**config.mk**
```make
export PLATFORM = sky130hd
export DESIGN_NAME = store_narrow
export DESIGN_NICKNAME = d
export VERILOG_FILES = /design/src/rtl/store_narrow_pkg.sv /design/src/rtl/store_lane_fmt.sv /design/src/rtl/store_narrow.sv
export SDC_FILE = /design/constraint.sdc
export NUM_CORES = 1
export LEC_CHECK = 0
export BUFFER_PORTS_ARGS = -buffer_cell sky130_fd_sc_hd__clkbuf_2
export CORE_ASPECT_RATIO = 0.7
export CORE_MARGIN = 1.5
export CORE_UTILIZATION = 42
export CTS_CLUSTER_SIZE = 20
export DETAILED_ROUTE_END_ITERATION = 10
export PLACE_DENSITY_LB_ADDON = 0.3
export SLEW_MARGIN = 5
export SYNTH_ARGS = -nofsm -noshare
export SYNTH_HDL_FRONTEND = slang
export SYNTH_SLANG_ARGS = --single-unit
```
**constraint.sdc**
```tcl
create_clock -name clk -period 1.45 [get_ports clk]
set_input_delay 0.145 -clock clk [delete_from_list [all_inputs] [get_ports clk]]
set_output_delay 0.145 -clock clk [all_outputs]
set_load 0.01 [all_outputs]
```
**src/rtl/store_narrow_pkg.sv**
```systemverilog
// Shared definitions for the store_narrow block.
//   - Store size encodings as carried on req_size.
//   - FSM state type.
//   - Default write-acknowledge timeout.
package store_narrow_pkg;

  localparam logic [1:0] SZ_BYTE = 2'b00;
  localparam logic [1:0] SZ_HALF = 2'b01;
  localparam logic [1:0] SZ_WORD = 2'b10;
  localparam logic [1:0] SZ_ILL  = 2'b11;

  localparam int unsigned TIMEOUT_DEFAULT = 15;

  typedef enum logic [0:0] {
    StIdle,
    StWrite
  } state_e;

endpackage

```
**src/rtl/store_lane_fmt.sv**
```systemverilog
// Combinational lane formatter for sub-word stores (big-endian lanes).
// Ports:
//   addr_lo - byte offset within the word (req_addr[1:0])
//   size    - store size encoding
//   data    - register value; only the low byte/half is used for sub-word sizes
//   wdata   - lane-replicated write data
//   be      - byte enables, bit 3 covers bits [31:24]
//   legal   - request is aligned and of a legal size
module store_lane_fmt
  import store_narrow_pkg::*;
(
  input  logic [1:0]  addr_lo,
  input  logic [1:0]  size,
  input  logic [31:0] data,
  output logic [31:0] wdata,
  output logic [3:0]  be,
  output logic        legal
);

  always_comb begin
    wdata = '0;
    be    = '0;
    legal = 1'b0;
    unique case (size)
      SZ_BYTE: begin
        legal = 1'b1;
        wdata = {4{data[7:0]}};
        // Offset 0 lands in lane 3.
        be    = 4'b1000 >> addr_lo;
      end
      SZ_HALF: begin
        legal = ~addr_lo[0];
        wdata = {2{data[15:0]}};
        be    = addr_lo[1] ? 4'b0011 : 4'b1100;
      end
      SZ_WORD: begin
        legal = (addr_lo == 2'b00);
        wdata = data;
        be    = 4'b1111;
      end
      default: begin
        legal = 1'b0;
      end
    endcase
  end

endmodule

```
**src/rtl/store_narrow.sv**
```systemverilog
// Store-narrowing unit: accepts one store request at a time, formats it into
// a word-aligned memory write with byte enables, holds the write until the
// memory acknowledges or a wait budget of TIMEOUT cycles runs out.
// Ports:
//   clk, reset                      - clock, synchronous active-high reset
//   req_valid/req_ready             - request handshake
//   req_addr/req_data/req_size      - store request
//   mem_we/mem_addr/mem_wdata/mem_be - memory write port, mem_ack completes it
//   misalign                        - one-cycle pulse on a rejected request
//   timeout                         - one-cycle pulse on an aborted write
module store_narrow
  import store_narrow_pkg::*;
#(
  parameter int unsigned TIMEOUT = TIMEOUT_DEFAULT
) (
  input  logic        clk,
  input  logic        reset,
  input  logic        req_valid,
  output logic        req_ready,
  input  logic [31:0] req_addr,
  input  logic [31:0] req_data,
  input  logic [1:0]  req_size,
  output logic        mem_we,
  output logic [31:0] mem_addr,
  output logic [31:0] mem_wdata,
  output logic [3:0]  mem_be,
  input  logic        mem_ack,
  output logic        misalign,
  output logic        timeout
);

  localparam logic [3:0] TimeoutCnt = 4'(TIMEOUT);

  state_e      state_q, state_d;
  logic [3:0]  cnt_q, cnt_d;
  logic [31:0] addr_q, addr_d;
  logic [31:0] wdata_q, wdata_d;
  logic [3:0]  be_q, be_d;
  logic        misalign_q, misalign_d;
  logic        timeout_q, timeout_d;

  logic [31:0] fmt_wdata;
  logic [3:0]  fmt_be;
  logic        fmt_legal;

  store_lane_fmt u_fmt (
    .addr_lo (req_addr[1:0]),
    .size    (req_size),
    .data    (req_data),
    .wdata   (fmt_wdata),
    .be      (fmt_be),
    .legal   (fmt_legal)
  );

  always_comb begin
    state_d    = state_q;
    cnt_d      = cnt_q;
    addr_d     = addr_q;
    wdata_d    = wdata_q;
    be_d       = be_q;
    misalign_d = 1'b0;
    timeout_d  = 1'b0;
    unique case (state_q)
      StIdle: begin
        if (req_valid) begin
          if (fmt_legal) begin
            state_d = StWrite;
            cnt_d   = '0;
            addr_d  = {req_addr[31:2], 2'b00};
            wdata_d = fmt_wdata;
            be_d    = fmt_be;
          end else begin
            // Rejected: memory-side registers are left untouched.
            misalign_d = 1'b1;
          end
        end
      end
      StWrite: begin
        if (mem_ack) begin
          // Ack wins even on the cycle the budget would run out.
          state_d = StIdle;
          be_d    = '0;
        end else begin
          cnt_d = cnt_q + 4'd1;
          if (cnt_d == TimeoutCnt) begin
            state_d   = StIdle;
            be_d      = '0;
            timeout_d = 1'b1;
          end
        end
      end
      default: begin
        state_d = StIdle;
      end
    endcase
  end

  always_ff @(posedge clk) begin
    if (reset) begin
      state_q    <= StIdle;
      cnt_q      <= '0;
      addr_q     <= '0;
      wdata_q    <= '0;
      be_q       <= '0;
      misalign_q <= 1'b0;
      timeout_q  <= 1'b0;
    end else begin
      state_q    <= state_d;
      cnt_q      <= cnt_d;
      addr_q     <= addr_d;
      wdata_q    <= wdata_d;
      be_q       <= be_d;
      misalign_q <= misalign_d;
      timeout_q  <= timeout_d;
    end
  end

  assign req_ready = (state_q == StIdle);
  assign mem_we    = (state_q == StWrite);
  assign mem_addr  = addr_q;
  assign mem_wdata = wdata_q;
  assign mem_be    = be_q;
  assign misalign  = misalign_q;
  assign timeout   = timeout_q;

endmodule

```
==> results of run 1 <==
## worst paths after layout
path	start	to	slack, ps	cells after the start
setup reg to reg	cnt_q[0]	mem_be[1]	40	5
setup / recovery	cnt_q[0]	mem_be[1]	40	5
hold reg to reg	mem_addr[31]	mem_addr[31]	450	2
hold / removal	req_addr[7]	mem_addr[7]	20	3
## cell usage after synthesis, types with 2 or more instances
cell / instances
nor2_1: 37
a211oi_1: 19
buf_6: 3
ha_1: 2
nand2_1: 86
buf_2: 4
clkbuf_1: 16
dfxtp_1: 73
nor3_1: 25
a221oi_1: 8
o21ai_0: 4
inv_1: 6
buf_4: 5
nand3_1: 4
a21oi_1: 42
mux2i_1: 12
a31oi_1: 2
## critical path: stages (launching register included)
cell	delay [ps]
dfxtp_4	390
inv_4	50
ha_4	160
a41o_1	280
o22ai_4	230
mux2i_1	230
## routing by layer
layer | global-route usage [%] | share of wire [%] | vias up
li1 | - | - | 1568
met1 | 29.5 | 45 | 1416
met2 | 34.1 | 46 | 129
met3 | 8.25 | 8.2 | 8
met4 | 4.78 | 0.62 | 0
met5 | 0 | 0 | -
## stage by stage
step / instance area [um2] / instances
CTS: 4200 / 622
global placement: 4000 / 607
detailed placement: 4000 / 607
global route: 4250 / 622
finish: 4250 / 622
floorplan: 3130 / 369
## layout make-up
| cell class | count | share of cell area, % |
|---|---|---|
| repair buffers | 173 | 23.0 |
| inverters | 7 | 0.678 |
| well taps | 94 | 2.77 |
| clock buffers | 9 | 2.92 |
| multi-input cells | 260 | 34.7 |
| flip-flops and latches | 73 | 34.5 |
| clock inverters | 6 | 1.41 |
## power by group
part           switching, mW  internal (mW)  total [mW]
Clock                  0.741          0.776        1.52
Sequential            0.0678           2.12        2.19
Combinational          0.438          0.346       0.784
Total                   1.25           3.24        4.49
## kinds of logic (layout without fill, tap and decap cells)
logic type,count (synthesis),after routing
simple gates,160,160
flops,73,73
mux,12,12
buf+inv,36,195
compound gates,83,83
xor+xnor,1,1
other cells,1,2
fa+ha+maj,2,2
## repair_timing
action,in CTS,in global routing
endpoints found under the hold margin,0,0
resized for setup,4,12
setup endpoints to repair,6,23
buffers inserted,0,0
pin swaps,2,2
hold buffers,0,0
## placed cells by master, fill, tap and decap left out, types with 3 or more instances in the layout
cell,n
a211oi_1,16
buf_4,32
inv_1,5
a211oi_2,3
nor3_1,25
clkbuf_2,139
o21ai_0,4
nand3_1,3
nand2_1,86
nor2_1,36
a221oi_2,7
clkinv_2,3
a21oi_1,42
dfxtp_1,71
mux2i_1,12
clkbuf_8,9
## state kept, by name (all words and copies together), names as in the netlist
register,cells
cnt_q,4
mem_addr,30
mem_be,4
mem_wdata,32
mem_we,1
misalign,1
timeout,1
==> run summary, run 1 <==
CP max FO: 5
dominant cell type by area after synthesis: dfxtp_1
1st-iter DRT viols: 185
clk root buf: clkbuf_8
Die Wd: 104 um
DRC: 0
setup TNS: 0 ps
FF+latch area: 1470 um2
Routed WL: 8530 um
Routed Antenna Nets: 0
global route overflow: 0
post-place setup slack: -281 ps
RSZ-0062 raised after global routing: true
simple-gate share of the synthesized area: 22.1%
Setup crit start kind: flip-flop
Max Clk Rate: 0.710 GHz
Final Max Tran Viols: 0
max-cap violations: 0
adder-cell area share of the yosys netlist: 0.834%
top_reg_cell synth: dfxtp_1
fraction of layout cells with a size suffix above 1: 40.2%
multi-input logic area: 1470 um2
first-pass GRT wire length: 13,400 um
WHS: 22.0 ps
Final Worst Setup Slack: 40.6 ps
Compound-Gate Fraction of Synth Area: 17.9%
actual slew at the worst max-slew pin: 653 ps
H-tree depth: 3
mux contribution to synthesized area: 4.00%
outcome: complete, no violations
Clock Path Buffers: 2
Core ar.: 6820 um2
Cell variety after synth: 37
Nets: 596
final hold vios: 0
post-synth top area share: 48.7%
Area contributors post-synth: dfxtp_1 (49%), nand2_1 (11%), a21oi_1 (7.0%)
clock sink count: 73
Final Wtd Congestion: 0.905
Synth Area in XOR/XNOR: 0.292%
Synth Cell Area: 3000 um2
Fillers: 654
crit path kind: reg -> reg
Worst Path Arrival: 1670 ps
hold crit path type: in -> reg
CTS tree: done
die area: 7670 um2
Area Growth Syn to Fin: 41.5%
Buffers on Ports: 139
Final Power: 4.49 mW
critical path endpoint category: flip-flop
n_diodes: 0
number of synthesized flops with an enable pin: 0
largest net degree at the start of global routing: 30
largest family of logic cells by synthesized area: simple AND/OR/NAND/NOR gates
Worst Path Required: 1710 ps
Util after Layout: 62.3%
gr usage total: 22.0%
Initial Utilization: 44.0%
vias in the first global route: 2,772
Seq/Total Area, Yosys: 48.7%
vias per cell: 5.02
CTS buffer count: 9
via count: 3,121
Synth Register Bits: 73
# IOs: 142
power density cells: 1060 nW/um2
FP Rows: 25
Max Clock Skew: 9.13 ps
Syn Area/Cell: 8.15 um2
final worst path period share: 97.2%
antenna violations before repair: 0
worst vdd ir: 0.000612 V
Die Y: 73.7 um
Slew HR: 56.3%
crit path time final: 1410 ps
Worst-path clk slew: 80 ps
per-cell routed wire length: 13.7 um
async set or reset register ratio after synthesis: 0%
static leakage power: 1.94 nW
Synth Warn #: 0
dpl hpwl: 6400 um
Pre-antenna DRT Iters: 4
final setup vio count: 0
latest clock arrival within the worst-skew pair: 340 ps
Mapped Cells: 368
Power figures use the tool's default switching activity.
==> inputs of run 2 (changes only) <==
Settings changed: CORE_UTILIZATION 42 to 46.
Clock period 1.45 ns to 1.5 ns, I/O delays scaled along.
==> run 2 against run 1 <==
Sequential share of layout area rose by 1.5 points. Critical endpoint is now mem_be[3]. Total power decreased by 5.9%. First-iteration DRC count fell by 34%. Cell count shrank 3.9%. Clock-buffer cell count increased by 1. Register-to-register slack better by 30 ps. Largest cell class is now sequential cells. Highest routed layer unchanged.
==> run summary, run 2 (synthesized netlist as in run 1, its figures left out) <==
outcome: complete, no violations
Area Growth Syn to Fin: 35.6%
latest clock arrival within the worst-skew pair: 350 ps (about the same)
commonest non-fill, non-tap cell in the layout: clkbuf_2
Final Worst Setup Slack: 71.3 ps (+30.7 ps)
Pint: 3.01 mW (-7.2%)
Routed Antenna Nets: 0 (unchanged)
hold path depth: 3 (unchanged)
Max Clk Rate: 0.700 GHz (-1.4%)
final setup vio count: 0 (unchanged)
Post-CTS Setup Inserts: 0 (unchanged)
most frequent cells in the layout: clkbuf_2 (139), nand2_1 (86), dfxtp_1 (72), a21oi_1 (42), nor2_1 (37)
antenna violations before repair: 0 (unchanged)
Worst Path Arrival: 1660 ps (about the same)
final hold vios: 0 (unchanged)
gr usage total: 24.1% (+2.1 points)
static leakage power: 1.86 nW (-4.2%)
CTS buffer count: 9 (unchanged)
Min-Delay Endpoint: mem_addr[15]
actual slew at the worst max-slew pin: 579 ps (-74.1 ps)
CTS Hold Bufs: 0 (unchanged)
die area: 7020 um2 (-8.4%)
global route overflow: 0 (unchanged)
fraction of layout cells with a size suffix above 1: 36.3% (-3.8 points)
Slew HR: 61.2% (+4.9 points)
DRC: 0 (unchanged)
hold crit path type: in -> reg
Final Wtd Congestion: 0.870 (-3.9%)
Sw Ratio: 28.7% (+0.98 points)
Nets: 587 (-1.5%)
Die Wd: 99.5 um (-4.3%)
crit path kind: reg -> reg
max-cap violations: 0 (unchanged)
CP Launch Point: cnt_q[1]
via count: 3,067 (-1.7%)
Routed WL: 8160 um (-4.4%)
Buffers on Ports: 139 (unchanged)
power density cells: 1040 nW/um2 (-1.8%)
1st-iter DRT viols: 123 (-34%)
reg-to-reg critical path startpoint: cnt_q[1]
CTS tree: done
Initial Utilization: 47.8% (+3.8 points)
clock sink count: 73 (unchanged)
Hold Crit Start: req_addr[15]
clock power share: 33.1% (-0.7 points)
# IOs: 142 (unchanged)
reg-to-reg endpoint: mem_be[3]
Core ar.: 6280 um2 (-8.0%)
per-cell routed wire length: 13.6 um (-0.56%)
CP max FO: 6 (+1)
FP Rows: 24 (-4.0%)
Worst Path Required: 1730 ps (+20 ps)
R2R setup slack: 70 ps (+30 ps)
n_diodes: 0 (unchanged)
Pre-antenna DRT Iters: 4 (unchanged)
combinational fraction of design power: 16.9% (-0.6 points)
part of the power in registers: 50.0% (+1.2 points)
H-tree depth: 3 (unchanged)
post-place setup slack: -166 ps (+115 ps)
Die Y: 70.6 um (-4.3%)
vias per cell: 5.13 (+2.2%)
worst vdd ir: 0.000543 V (-11%)
Reg2Reg Depth: 5 (unchanged)
first-pass GRT wire length: 13,400 um (-0.16%)
Clock Path Buffers: 2 (unchanged)
Max Clock Skew: 6.68 ps (-2.45 ps)
Sw Pwr: 1.21 mW (-2.6%)
Final Power: 4.23 mW (-5.9%)
Final Max Tran Viols: 0 (unchanged)
RSZ-0062 raised after global routing: true
Setup crit start kind: flip-flop
vias in the first global route: 2,902 (+4.7%)
crit path time final: 1430 ps (+19.3 ps)
critical path endpoint category: flip-flop
clk root buf: clkbuf_8
final worst path period share: 95.2% (-2.0 points)
largest net degree at the start of global routing: 33 (+10%)
dpl hpwl: 6040 um (-5.7%)
Largest register FFs: 32 (unchanged)
Worst-path clk slew: 80 ps (about the same)
-- run 2: cell types whose count changed in the layout (fill, tap and decap cells not counted), moves of 2 or more --
cell / previous run / this run
buf_4: 32 / 23
a221oi_1: 1 / 8
a221oi_2: 7 / 0
a211oi_2: 3 / 0
a211oi_1: 16 / 18
-- run 2: area by class of cell --
class / instances / area, um2
Clock buffer: 10 / 138
Clock inverter: 6 / 42.5
Fill cell: 564 / 2210
Inverter: 7 / 26.3
Multi-Input combinational cell: 260 / 1390
Sequential cell: 73 / 1470
Tap cell: 78 / 97.6
Timing Repair Buffer: 164 / 908
-- run 2: per-stage QoR --
stage                     setup TNS [ps]  utilization, %  cell area (um2)  hold slack (ps)  std cells
after detailed placement           -7230            61.5             3860              381        582
after floorplan                    -1490               -             3030              286        369
after global routing               -13.6            64.8             4070             8.06        598
final                                  0            64.8             4070             20.0        598
after global placement             -5630            61.5             3860              376        582
after CTS                              0            64.6             4060             3.86        598
-- run 2: power by group through the flow --
stage	registers, mW	clock network [mW]	logic [mW]
2_1_floorplan	2.21	0	0.349
6_report	2.11	1.40	0.713
3_5_place_dp	2.16	0	0.711
3_3_place_gp	2.15	0	0.696
4_1_cts	2.11	1.45	0.718
5_1_grt	2.13	1.52	0.797
-- run 2: worst max-delay path by stage --
stage	depth (start not counted)	slack, ps	endpoint
after floorplan	7	-40	cnt_q[0]
after global placement	6	-130	cnt_q[1]
after detailed placement	6	-170	mem_wdata[18]
after CTS	5	30	mem_we
after global routing	5	-10	mem_wdata[9]
final	5	70	mem_be[3]
-- run 2: worst max-delay path, cell delays in order (launching register included) --
cell and delay [ps]:
dfxtp_1 440, ha_1 240, nand2_1 110, a211oi_4 240, o22ai_4 150, mux2i_1 140
-- run 2: metal layers --
metal | vias up | share of wire [%] | GRT usage (%)
met1 | 1409 | 45 | 29.9
met5 | - | 0 | 0
li1 | 1547 | - | -
met2 | 105 | 46 | 39.7
met3 | 6 | 7.6 | 9.88
met4 | 0 | 1.1 | 5.79
-- run 2: timing repair --
item / in CTS / in global routing
endpoints found under the setup margin: 5 / 7
gates resized for setup: 3 / 3
pin swaps: 0 / 3
